## config.mk

```make
export PLATFORM = sky130hd
export DESIGN_NAME = temperature_sample_scheduler
export DESIGN_NICKNAME = d
export VERILOG_FILES = /design/src/rtl/temperature_sample_scheduler.sv
export SDC_FILE = /design/constraint.sdc
export NUM_CORES = 1
export LEC_CHECK = 0
export ABC_AREA = 1
export CAP_MARGIN = 20
export CORE_MARGIN = 1.5
export CORE_UTILIZATION = 61
export DETAILED_ROUTE_END_ITERATION = 6
export GPL_ROUTABILITY_DRIVEN = 0
export GPL_TIMING_DRIVEN = 0
export PLACE_DENSITY = 0.84
export SYNTH_ARGS = -nofsm -noshare
export SYNTH_HDL_FRONTEND = slang
export SYNTH_SLANG_ARGS = --single-unit
```

## constraint.sdc

```tcl
create_clock -name clk_200KHz -period 2.2 [get_ports clk_200KHz]
set_clock_uncertainty 0.05 [all_clocks]
set_input_delay 0.22 -clock clk_200KHz [delete_from_list [all_inputs] [get_ports clk_200KHz]]
set_output_delay 0.22 -clock clk_200KHz [all_outputs]
set_load 0.005 [all_outputs]
```

## src/rtl/temperature_sample_scheduler.sv

```systemverilog
// -----------------------------------------------------------------------------
// temperature_sample_scheduler
//
// Sequences temperature acquisition for the on-board sensor path: waits out the
// sensor power-up / first-frame window, snapshots the decoded temperature byte
// once per sample period, optionally smooths it with a 4-sample moving average,
// publishes the result over a valid/ready handshake and keeps a hysteretic
// over-temperature alarm.
//
// Build option: define TEMP_AVG_EN to build the 4-entry averaging window.
// Without it the sample latched at the capture edge is published directly.
//
// Ports:
//   clk_200KHz     in   1  system clock, rising edge
//   rst_n          in   1  asynchronous active-low reset
//   enable         in   1  run request; low returns to IDLE
//   temperature_in in   8  decoded temperature, unsigned degC
//   temp_ready     in   1  consumer ready
//   temp_out       out  8  published temperature
//   temp_valid     out  1  temp_out holds an unconsumed sample
//   over_temp      out  1  hysteretic alarm on temp_out
//   overrun        out  1  one-cycle pulse when a publish is dropped
// -----------------------------------------------------------------------------
module temperature_sample_scheduler #(
    parameter int unsigned WARMUP        = 2560,
    parameter int unsigned SAMPLE_PERIOD = 2800,
    parameter logic [7:0]  HIGH_THRESH   = 8'd30,
    parameter logic [7:0]  LOW_THRESH    = 8'd28
) (
    input  logic       clk_200KHz,
    input  logic       rst_n,
    input  logic       enable,
    input  logic [7:0] temperature_in,
    input  logic       temp_ready,
    output logic [7:0] temp_out,
    output logic       temp_valid,
    output logic       over_temp,
    output logic       overrun
);

    localparam int WW = $clog2(WARMUP + 1);
    localparam int PW = $clog2(SAMPLE_PERIOD + 1);
    localparam logic [WW-1:0] WARM_LAST = WW'(WARMUP - 1);
    localparam logic [PW-1:0] PER_LAST  = PW'(SAMPLE_PERIOD - 1);

    localparam logic [1:0] ST_IDLE   = 2'd0;
    localparam logic [1:0] ST_WARMUP = 2'd1;
    localparam logic [1:0] ST_RUN    = 2'd2;

    logic [1:0]    state_r;
    logic [WW-1:0] warm_cnt_r;
    logic [PW-1:0] period_cnt_r;
    logic          pub_pend_r;
    logic          drop_s;
    logic          capture_s;
    logic          publish_s;
    logic [7:0]    result_s;

    logic [7:0]    temp_out_r;
    logic          temp_valid_r;
    logic          over_temp_r;
    logic          overrun_r;

    // Alarm update: set at/above HIGH_THRESH, clear at/below LOW_THRESH, else hold.
    function automatic logic alarm_next(input logic cur, input logic [7:0] val);
        if (val >= HIGH_THRESH) begin
            return 1'b1;
        end else if (val <= LOW_THRESH) begin
            return 1'b0;
        end else begin
            return cur;
        end
    endfunction

    // Leaving WARMUP/RUN because enable fell; discards any capture/publish on this edge.
    assign drop_s    = (state_r != ST_IDLE) && !enable;
    assign capture_s = (state_r == ST_RUN) && enable && (period_cnt_r == PER_LAST);
    assign publish_s = pub_pend_r && enable;

    // Sequencer: IDLE -> WARMUP -> RUN with warm-up and sample-period counters.
    always_ff @(posedge clk_200KHz or negedge rst_n) begin
        if (!rst_n) begin
            state_r      <= ST_IDLE;
            warm_cnt_r   <= '0;
            period_cnt_r <= '0;
            pub_pend_r   <= 1'b0;
        end else begin
            // The publish edge is always the edge right after the capture edge.
            pub_pend_r <= capture_s;
            case (state_r)
                ST_IDLE: begin
                    warm_cnt_r   <= '0;
                    period_cnt_r <= '0;
                    if (enable) begin
                        state_r <= ST_WARMUP;
                    end else begin
                        state_r <= ST_IDLE;
                    end
                end
                ST_WARMUP: begin
                    if (!enable) begin
                        state_r    <= ST_IDLE;
                        warm_cnt_r <= '0;
                    end else if (warm_cnt_r == WARM_LAST) begin
                        state_r      <= ST_RUN;
                        warm_cnt_r   <= '0;
                        period_cnt_r <= '0;
                    end else begin
                        warm_cnt_r <= warm_cnt_r + 1'b1;
                    end
                end
                ST_RUN: begin
                    if (!enable) begin
                        state_r      <= ST_IDLE;
                        period_cnt_r <= '0;
                    end else if (period_cnt_r == PER_LAST) begin
                        period_cnt_r <= '0;
                    end else begin
                        period_cnt_r <= period_cnt_r + 1'b1;
                    end
                end
                default: begin
                    state_r      <= ST_IDLE;
                    warm_cnt_r   <= '0;
                    period_cnt_r <= '0;
                end
            endcase
        end
    end

`ifdef TEMP_AVG_EN
    logic [7:0] win_r [4];
    logic       win_full_r;
    logic [1:0] wr_ptr_r;
    logic [9:0] sum_s;

    // Averaging window: first sample after an empty window preloads all entries,
    // later samples overwrite the oldest entry in ring order.
    always_ff @(posedge clk_200KHz or negedge rst_n) begin
        if (!rst_n) begin
            for (int i = 0; i < 4; i++) begin
                win_r[i] <= 8'd0;
            end
            win_full_r <= 1'b0;
            wr_ptr_r   <= 2'd0;
        end else if (drop_s) begin
            win_full_r <= 1'b0;
            wr_ptr_r   <= 2'd0;
        end else if (capture_s) begin
            if (!win_full_r) begin
                for (int i = 0; i < 4; i++) begin
                    win_r[i] <= temperature_in;
                end
                win_full_r <= 1'b1;
                wr_ptr_r   <= 2'd0;
            end else begin
                win_r[wr_ptr_r] <= temperature_in;
                wr_ptr_r        <= wr_ptr_r + 2'd1;
            end
        end else begin
            win_full_r <= win_full_r;
        end
    end

    assign sum_s    = {2'b00, win_r[0]} + {2'b00, win_r[1]}
                    + {2'b00, win_r[2]} + {2'b00, win_r[3]};
    // Divide by four with truncation.
    assign result_s = 8'(sum_s >> 2'd2);
`else
    logic [7:0] sample_r;

    // Sample latch: holds the byte taken at the capture edge for the publish edge.
    always_ff @(posedge clk_200KHz or negedge rst_n) begin
        if (!rst_n) begin
            sample_r <= 8'd0;
        end else if (capture_s) begin
            sample_r <= temperature_in;
        end else begin
            sample_r <= sample_r;
        end
    end

    assign result_s = sample_r;
`endif

    // Output stage: publish, handshake, overrun pulse and alarm, all registered.
    always_ff @(posedge clk_200KHz or negedge rst_n) begin
        if (!rst_n) begin
            temp_out_r   <= 8'd0;
            temp_valid_r <= 1'b0;
            over_temp_r  <= 1'b0;
            overrun_r    <= 1'b0;
        end else begin
            overrun_r <= 1'b0;
            if (drop_s) begin
                temp_valid_r <= 1'b0;
            end else if (publish_s) begin
                // A transfer on the publish edge frees the slot for the new result.
                if (!temp_valid_r || temp_ready) begin
                    temp_out_r   <= result_s;
                    temp_valid_r <= 1'b1;
                    over_temp_r  <= alarm_next(over_temp_r, result_s);
                end else begin
                    overrun_r <= 1'b1;
                end
            end else if (temp_valid_r && temp_ready) begin
                temp_valid_r <= 1'b0;
            end else begin
                temp_valid_r <= temp_valid_r;
            end
        end
    end

    assign temp_out   = temp_out_r;
    assign temp_valid = temp_valid_r;
    assign over_temp  = over_temp_r;
    assign overrun    = overrun_r;

endmodule

```

==> qor.csv, run 1 <==
stage,metric,value,unit
run_status,status,"complete, no violations",
sta,max_freq,578,MHz
worst_setup_path,slowest_stage,dfrtp_1,
floorplan,die_w,65.8,µm
hold_path,hold_path.class,primary input to async pin,
sta,setup_viol,0,
logic_synthesis,async_flop_share,100,%
logic_synthesis,synth-edff-count,0,
grt,grt_max_degree,28,
worst_setup_path,crit_end,result_s[4]$_DFFE_PN0P_,
worst_setup_path,cp-startpoint,period_cnt_r[0]$_DFFE_PN0P_,
worst_setup_path,crit_family,simple AND/OR/NAND/NOR gates,
logic_synthesis,synth-seq-cells,46,
worst_setup_path,worst_setup_path_end_kind,register,
placed_design,dp_hpwl,3.63,mm
grt,grt_pass1_vias,1948,
floorplan,die_h,65.8,µm
logic_synthesis,synth_most_common_cell,nand2_1,
cts,tritoncts,yes,
flow_run,drv_cap,0,
cts,cts_inserted_buffers,5,
route,vias,2087,
worst_setup_path,cp_cell_sequence,ha_1 > nand2_2 > nor2_4 > nand3_1 > nor2_4 > nand2_1 > nand2_1 > nand2_1,
grt,antenna_found_initial,0,
worst_setup_path,worst-path-stages,8,
finish,nets,357,
grt,grt.total_usage,25.1,%
logic_synthesis,syn_area,0.00240,mm²
route,wl_per_cell,12.6,µm
grt,grt_pass1_wl,8.22,mm
worst_setup_path,critPathRequiredTime,2.35,ns
worst_setup_path,r2r_slack,0.47,ns
worst_setup_path,critPathLaunchType,register,
route,route.antenna.remaining_nets,0,
sta,tightest_slew,0.461,ns
cts,clockRootBuffer,clkbuf_8,
worst_setup_path,rr_worst_depth,8,
route,drt_iter0_drc,131,
logic_synthesis,synth-main-ff-cell,dfrtp_1,
route,routed_wl,4.95,mm
worst_setup_path,timing.rr.end,result_s[4]$_DFFE_PN0P_,
power,irDropWorstVdd,0.000601,V
finish,syn2layout_area_growth,17.3,%
logic_synthesis,yosysUniqueCellTypes,29,
floorplan,die_area,0.00432,mm²
sta,drv_slew,0,
logic_synthesis,postSynthCellCount,312,
placed_design,dp_slack,0.375,ns
route,vias_per_cell,5.32,
cts,clock_latency,0.30,ns
floorplan,start_util,64.6,%
route,first_pass_iters,4,
worst_setup_path,path_common_cell,nand2_1,
sta,tns,0,ns
sta,hold_violations,0,
floorplan,placementRows,22,
logic_synthesis,synth_area_leaders,"dfrtp_1 48%, nand2_1 15%, inv_1 6.6%",
logic_synthesis,ys_warn_count,0,
logic_synthesis,synth.avg_cell_area,7.70,µm²
worst_setup_path,path_buf_inv,0,
worst_setup_path,critPathMaxStageDelay,0.40,ns
logic_synthesis,synth.net_count,326,
power,power_density,685,mW/mm²
sta,slew_headroom,69.3,%
route,drcViolationCount,0,
cts,h-tree-depth,2,
finish,final_layout_size_suffix_gt1_share,8.14,%
logic_synthesis,yosysSeqAreaShare,47.9,%
cts,clock-sinks,46,
floorplan,io_pins,23,
worst_setup_path,worstPathArrival,1.88,ns
grt,overflow,0,
worst_setup_path,crit_path_max_fanout,6,
sta,holdWs,0.347,ns
worst_setup_path,r2r-start,period_cnt_r[0]$_DFFE_PN0P_,
sta,rsz0062_at_grt,no,
logic_synthesis,synthTopCellsByCount,"99 x nand2_1, 46 x dfrtp_1, 42 x inv_1, 33 x nor2_1, 24 x o21ai_0",
logic_synthesis,synth_top_area_share,47.9,%
worst_setup_path,path_class,register to register,
finish,diodes,0,
cts,clk_pin_slew,0.08,ns
sta,fin_crit_sh,78.6,%
sta,fin_ws,0.470,ns
floorplan,core,0.00372,mm²
cts,cts_buffer_depth,2,
power,leakage,0.00135,µW
placed_design,port_buffers,22,
logic_synthesis,yosysTopAreaCell,dfrtp_1,
sta,period_needed,1.73,ns
cts,cts_setup_buffers,0,
state kept, by name, indices dropped and copies added, names as in the netlist:
name	count
over_temp	1
overrun	1
period_cnt_r	12
pub_pend_r	1
result_s	8
state_r	2
temp_out	8
temp_valid	1
warm_cnt_r	12
final cells by class:
type / instances / area, µm²
repair buffers: 24 / 245
multi-input cells: 219 / 1060
plain buffers: 5 / 36.3
clock buffers: 6 / 72.6
inverters: 42 / 158
fillers: 279 / 898
clock inverters: 2 / 37.5
flip-flops and latches: 46 / 1150
well taps: 48 / 60.1
per-stage QoR:
| stage | cells | utilization (%) | cell area, µm² | total power [µW] |
|---|---|---|---|---|
| after floorplan | 312 | - | 2400 | 1190 |
| after global placement | 382 | 72.2 | 2680 | 1310 |
| after detailed placement | 383 | 72.6 | 2700 | 1330 |
| after CTS | 392 | 75.8 | 2820 | 1940 |
| after global routing | 392 | 75.8 | 2820 | 2030 |
| final | 392 | 75.8 | 2820 | 1930 |
how the worst min path moves through the flow:
stage                            startpoint                           to  slack (ns)  cells past startpoint
floorplan                             rst_n        over_temp$_DFFE_PN0P_       -0.13                      0
CTS                                   rst_n  period_cnt_r[2]$_DFFE_PN0P_        0.36                      2
global route                          rst_n  period_cnt_r[8]$_DFFE_PN0P_        0.39                      2
global placement    temp_out[2]$_DFFE_PN0P_      temp_out[2]$_DFFE_PN0P_        0.41                      2
finish                                rst_n  period_cnt_r[2]$_DFFE_PN0P_        0.35                      2
detailed placement                    rst_n  period_cnt_r[2]$_DFFE_PN0P_        0.15                      1
placed cells by master (no fill, tap or decap), drive strengths merged:
cell type | Yosys | routed
clkbuf | 0 | 6
nand2 | 102 | 102
a21oi | 1 | 1
buf | 5 | 7
o21ai | 27 | 27
clkdlybuf4s50 | 0 | 21
o31ai | 2 | 2
nand3 | 25 | 25
a21o | 1 | 1
dlygate4sd3 | 0 | 1
nor2 | 36 | 36
ha | 2 | 2
or2 | 2 | 2
xor2 | 4 | 4
o22ai | 1 | 1
o21bai | 1 | 1
nand3b | 1 | 1
xnor2 | 1 | 1
nand4 | 9 | 9
bufinv | 0 | 1
dfrtp | 46 | 46
nor3 | 3 | 3
inv | 42 | 42
a22o | 1 | 1
clkinvlp | 0 | 1
per-layer routing:
layer / share of wire (%) / global-route usage [%] / wire [µm] / vias to the layer above
met1: 44 / 29.9 / 2190 / 982
met4: 1.5 / 9.11 / 75 / 0
met3: 4.7 / 5.48 / 231 / 8
li1: - / - / - / 1048
met5: 0 / 0 / 0 / -
met2: 50 / 44.1 / 2450 / 49
power by group:
part | internal (µW) | total [µW] | switching, µW
clock | 339 | 619 | 280
sequential | 893 | 937 | 44.2
combinational | 126 | 373 | 246
total | 1360 | 1930 | 571
logic make-up after synthesis:
kind of cell | Yosys count | synth area share, %
flops | 46 | 47.9
compound gates | 34 | 8.02
buf+inv | 47 | 8.07
simple gates | 178 | 33.1
fa+ha+maj | 2 | 1.04
xor+xnor | 5 | 1.82
repair_timing:
action | in CTS | in global routing
resized for setup | 0 | 0
hold endpoints to repair | 19 | 0
hold buffers | 1 | 0
Note: power is estimated with default switching activity, not from simulation.
==> inputs of run 2 (changes only) <==
CORE_UTILIZATION = 57   (was 61)
PLACE_DENSITY = 0.79   (was 0.84)
clock period = 1.7 ns   (was 2.2 ns; I/O delays follow)
==> qor.csv, run 2 (synthesized netlist as in run 1, its figures left out) <==
stage,metric,value,unit
grt,use_met3,3.95,%
route,drcViolationCount,0,
cts,clock-sinks,46,
route,drt_iter0_drc,136,
route,route.antenna.remaining_nets,0,
grt,grt_pass1_vias,1991,
floorplan,die_area,0.00461,mm²
grt,antenna_found_initial,0,
power,power_frac_comb,21.0,%
power,power_frac_clock,28.2,%
finish,final_layout_size_suffix_gt1_share,11.2,%
worst_setup_path,timing.rr.end,period_cnt_r[4]$_DFFE_PN0P_,
floorplan,core,0.00403,mm²
cts,clockRootBuffer,clkbuf_8,
grt,overflow,0,
finish,final_common_cell,nand2_1,
power,irDropWorstVdd,0.000637,V
route,routed_wl,5.15,mm
finish,nets,360,
cts,clk_pin_slew,0.09,ns
worst_setup_path,rr_worst_depth,8,
route,wl_per_cell,13.0,µm
cts,tritoncts,yes,
sta,rsz0062_at_grt,yes,
grt,grt_pass1_wl,8.38,mm
worst_setup_path,worstPathArrival,1.76,ns
power,p_int,1620,µW
power,p_sw_share,32.5,%
run_status,status,"complete, no violations",
sta,drv_slew,0,
route,first_pass_iters,5,
sta,max_freq,615,MHz
finish,diodes,0,
sta,period_needed,1.63,ns
worst_setup_path,critPathLaunchType,register,
floorplan,start_util,59.6,%
floorplan,io_pins,23,
finish,fillers,336,
sta,fin_crit_sh,95.6,%
power,seqPwrFrac,50.8,%
power,power_density,843,mW/mm²
grt,grt_max_degree,28,
cts,h-tree-depth,2,
power,leakage,0.00136,µW
hold_path,hold_path.class,primary input to async pin,
finish,reg_top3,"period_cnt_r x12, warm_cnt_r x12",
worst_setup_path,path_class,register to register,
finish,syn2layout_area_growth,18.8,%
cts,clock_latency,0.30,ns
sta,tns,0,ns
grt,grt_busiest_layer,met2,
floorplan,die_h,67.9,µm
worst_setup_path,crit_path_max_fanout,6,
grt,met2_usage,42.2,%
flow_run,drv_cap,0,
route,vias_per_cell,5.34,
worst_setup_path,worst_setup_path_end_kind,register,
sta,tightest_slew,0.477,ns
route,vias,2119,
worst_setup_path,r2r-start,period_cnt_r[0]$_DFFE_PN0P_,
worst_setup_path,critPathRequiredTime,1.84,ns
placed_design,dp_hpwl,3.69,mm
sta,slew_headroom,68.2,%
grt,grt_util_met1,29.8,%
floorplan,placementRows,23,
floorplan,die_w,67.9,µm
placed_design,port_buffers,22,
sta,hold_violations,0,
power,power,2400,µW
sta,setup_viol,0,
cts,cts_buffer_depth,2,
grt,grt.total_usage,24.3,%
finish,layout_common_cells,"97 x nand2_1, 44 x dfrtp_1, 41 x inv_1",
power,net-switching-power,782,µW
worst_setup_path,r2r_slack,0.07,ns
cts,cts_inserted_buffers,5,
==> run 2: per-layer routing <==
layer  share of wire, %  vias to the layer above
met5                  0                        -
met3                3.1                       10
li1                   -                     1055
met2                 50                       50
met1                 45                     1004
met4                1.7                        0
==> run 2: worst max path at each step <==
stage	start	to	slack (ns)	cells after the start
4_1_cts	period_cnt_r[0]$_DFFE_PN0P_	result_s[5]$_DFFE_PN0P_	0.007	7
5_1_grt	period_cnt_r[1]$_DFFE_PN0P_	period_cnt_r[4]$_DFFE_PN0P_	-0.03	8
6_report	period_cnt_r[0]$_DFFE_PN0P_	period_cnt_r[4]$_DFFE_PN0P_	0.07	8
3_3_place_gp	rst_n	result_s[3]$_DFFE_PN0P_	-0.83	1
2_1_floorplan	period_cnt_r[0]$_DFFE_PN0P_	result_s[1]$_DFFE_PN0P_	0.20	7
3_5_place_dp	enable	temp_out[7]$_DFFE_PN0P_	-0.09	8
==> run 2: stage by stage <==
step | area [µm²] | hold WS (ns) | setup slack [ns] | std cells | util (%)
3_5_place_dp | 2700 | 0.103 | -0.0929 | 385 | 67.0
2_1_floorplan | 2400 | -0.176 | 0.205 | 312 | -
5_1_grt | 2850 | 0.359 | -0.0262 | 397 | 70.8
6_report | 2850 | 0.306 | 0.0741 | 397 | 70.8
3_3_place_gp | 2690 | 0.407 | -0.830 | 384 | 66.6
4_1_cts | 2820 | 0.318 | 0.00714 | 395 | 70.1
==> run 2: cell type report <==
cell class	instances	area [µm²]	share of cell area (%)
buffer	5	36.3	1.27
clock buffer	5	68.8	2.41
clock inverter	3	21.3	0.746
inverter	42	158	5.53
multi-input combinational	219	1080	38.0
sequential	46	1150	40.4
tap	50	62.6	2.19
timing repair buffer	27	268	9.39
==> run 2: repair_timing <==
action                                  CTS  global route
endpoints found under the setup margin   11            24
pin swaps                                 1             3
endpoints found under the hold margin    19             0
buffers inserted                          1             2
gates resized for setup                   3             6
cloned                                    0             0
hold buffers                              1             0
==> run 2: power groups by stage <==
stage | registers (µW) | logic (µW) | clock network, µW
after floorplan | 1220 | 316 | 0
after global placement | 1230 | 465 | 0
after detailed placement | 1230 | 479 | 0
after CTS | 1220 | 490 | 691
after global routing | 1230 | 559 | 735
final | 1220 | 504 | 678
==> run 2: critical path, cell delays in order (launching register included) <==
cell and delay (ns):
dfrtp_2 0.42, ha_4 0.18, nand2_2 0.08, nor2_4 0.17, nand3_1 0.13, nor2_4 0.23
nor2_1 0.09, nand3_1 0.08, o21ai_0 0.09
==> inputs of run 3 (changes only) <==
GPL_TIMING_DRIVEN = unset   (was 0)
==> qor.csv, run 3 (synthesized netlist as in run 1, its figures left out) <==
stage,metric,value,unit
cts,clockRootBuffer,clkbuf_8,
floorplan,die_area,0.00461,mm²
sta,drv_slew,0,
route,vias,2025,
worst_setup_path,r2r_slack,0.08,ns
finish,nets,363,
hold_path,hold_path.class,primary input to async pin,
worst_setup_path,critPathRequiredTime,1.82,ns
floorplan,die_w,67.9,µm
grt,overflow,0,
floorplan,core,0.00403,mm²
power,power_frac_clock,31.9,%
worst_setup_path,rr_worst_depth,9,
route,drt_iter0_drc,141,
cts,clock_latency,0.29,ns
sta,rsz0062_at_grt,no,
placed_design,port_buffers,22,
cts,clock-sinks,46,
power,net-switching-power,723,µW
sta,setup_viol,0,
sta,max_freq,619,MHz
power,power_density,881,mW/mm²
grt,grt_max_degree,25,
power,p_sw_share,28.5,%
placed_design,numPlacedInstances,387,
flow_run,drv_cap,0,
worst_setup_path,path_class,register to register,
route,first_pass_iters,4,
cts,clk_pin_slew,0.08,ns
cts,cts_buffer_depth,2,
worst_setup_path,timing.rr.end,period_cnt_r[7]$_DFFE_PN0P_,
grt,grt_pass1_wl,8.38,mm
floorplan,die_h,67.9,µm
route,routed_wl,5.00,mm
sta,slew_headroom,64.2,%
floorplan,placementRows,23,
power,seqPwrFrac,47.5,%
placed_design,dp_hpwl,3.71,mm
worst_setup_path,crit_path_max_fanout,4,
grt,antenna_found_initial,0,
cts,cts_inserted_buffers,5,
finish,fin_util,71.6,%
grt,grt_pass1_vias,1947,
grt,grt.total_usage,24.6,%
worst_setup_path,critPathLaunchType,register,
route,vias_per_cell,5.08,
sta,hold_violations,0,
worst_setup_path,worst_setup_path_end_kind,register,
finish,final_common_cell,nand2_1,
finish,layout_common_cells,"98 x nand2_1, 46 x dfrtp_1, 41 x inv_1",
sta,period_needed,1.62,ns
finish,final_cells,399,
route,route.antenna.remaining_nets,0,
sta,holdWs,0.331,ns
floorplan,io_pins,23,
sta,fin_crit_sh,95.1,%
worst_setup_path,worstPathArrival,1.74,ns
route,drcViolationCount,0,
cts,h-tree-depth,2,
floorplan,start_util,59.6,%
worst_setup_path,r2r-start,period_cnt_r[0]$_DFFE_PN0P_,
power,irDropWorstVdd,0.000634,V
sta,tns,0,ns
power,power,2540,µW
finish,syn2layout_area_growth,20.1,%
run_status,status,"complete, no violations",
cts,tritoncts,yes,
sta,tightest_slew,0.536,ns
finish,diodes,0,
power,leakage,0.00139,µW
power,power_frac_comb,20.7,%
finish,final_layout_size_suffix_gt1_share,10.6,%
power,p_int,1820,µW
route,wl_per_cell,12.5,µm
finish,reg_top3,"period_cnt_r x12, warm_cnt_r x12",
## run 3: cell count changes in the layout (fill, tap and decap cells not counted), moves of 2 or more
cell,change
dfrtp_1,+2
buf_4,+6
buf_2,-2
dfrtp_2,-2
## run 3: layout make-up
cell class / instances / area, µm²
clock buffer: 6 / 82.6
clock inverter: 1 / 30.0
fill: 312 / 1140
inverter: 42 / 158
multi-input combinational: 219 / 1070
sequential: 46 / 1150
tap: 50 / 62.6
timing repair buffer: 35 / 328
## run 3: how the worst max path moves through the flow
stage | startpoint | to | slack, ns | cells after the start
finish | period_cnt_r[0]$_DFFE_PN0P_ | period_cnt_r[7]$_DFFE_PN0P_ | 0.08 | 9
global route | period_cnt_r[0]$_DFFE_PN0P_ | period_cnt_r[7]$_DFFE_PN0P_ | 0.003 | 9
CTS | warm_cnt_r[0]$_DFFE_PN0N_ | warm_cnt_r[5]$_DFFE_PN0N_ | 0.007 | 8
detailed placement | warm_cnt_r[0]$_DFFE_PN0N_ | warm_cnt_r[5]$_DFFE_PN0N_ | 0.03 | 8
global placement | warm_cnt_r[0]$_DFFE_PN0N_ | warm_cnt_r[9]$_DFFE_PN0N_ | 0.06 | 8
floorplan | period_cnt_r[0]$_DFFE_PN0P_ | result_s[1]$_DFFE_PN0P_ | 0.20 | 7
## run 3: per-stage QoR
step	setup WS (ns)	area [µm²]
2_1_floorplan	0.205	2400
3_3_place_gp	0.0589	2720
3_5_place_dp	0.0250	2720
5_1_grt	0.00328	2880
6_report	0.0832	2880
4_1_cts	0.00723	2840
## run 3: critical path, cell delays in order (launching register included)
cell and delay (ns):
dfrtp_1 0.40, ha_1 0.20, nand2_2 0.09, nor2_4 0.13, nand3_1 0.13, nor2_4 0.18
buf_4 0.15, nor2_1 0.04, nand3_1 0.05, o21ai_0 0.09
## run 3: power groups by stage
stage / combinational [µW] / clock, µW / sequential (µW)
finish: 525 / 810 / 1210
global route: 595 / 872 / 1210
CTS: 486 / 829 / 1210
detailed placement: 480 / 0 / 1240
global placement: 473 / 0 / 1230
floorplan: 316 / 0 / 1220
## run 3: timing repair
action                                 4_1_cts  5_1_grt
hold buffers                                 1        0
setup endpoints to repair                    0       23
setup buffers                                0        4
endpoints found under the hold margin       22        0
gates resized for setup                      0        4
## run 3: per-layer routing
layer  vias to the layer above  track usage [%]  share of wire [%]
li1                       1057                -                  -
met1                       936             29.1                 44
met2                        28             44.4                 52
met3                         4             4.93                2.9
met5                         -                0                  0
met4                         0             8.25               0.98
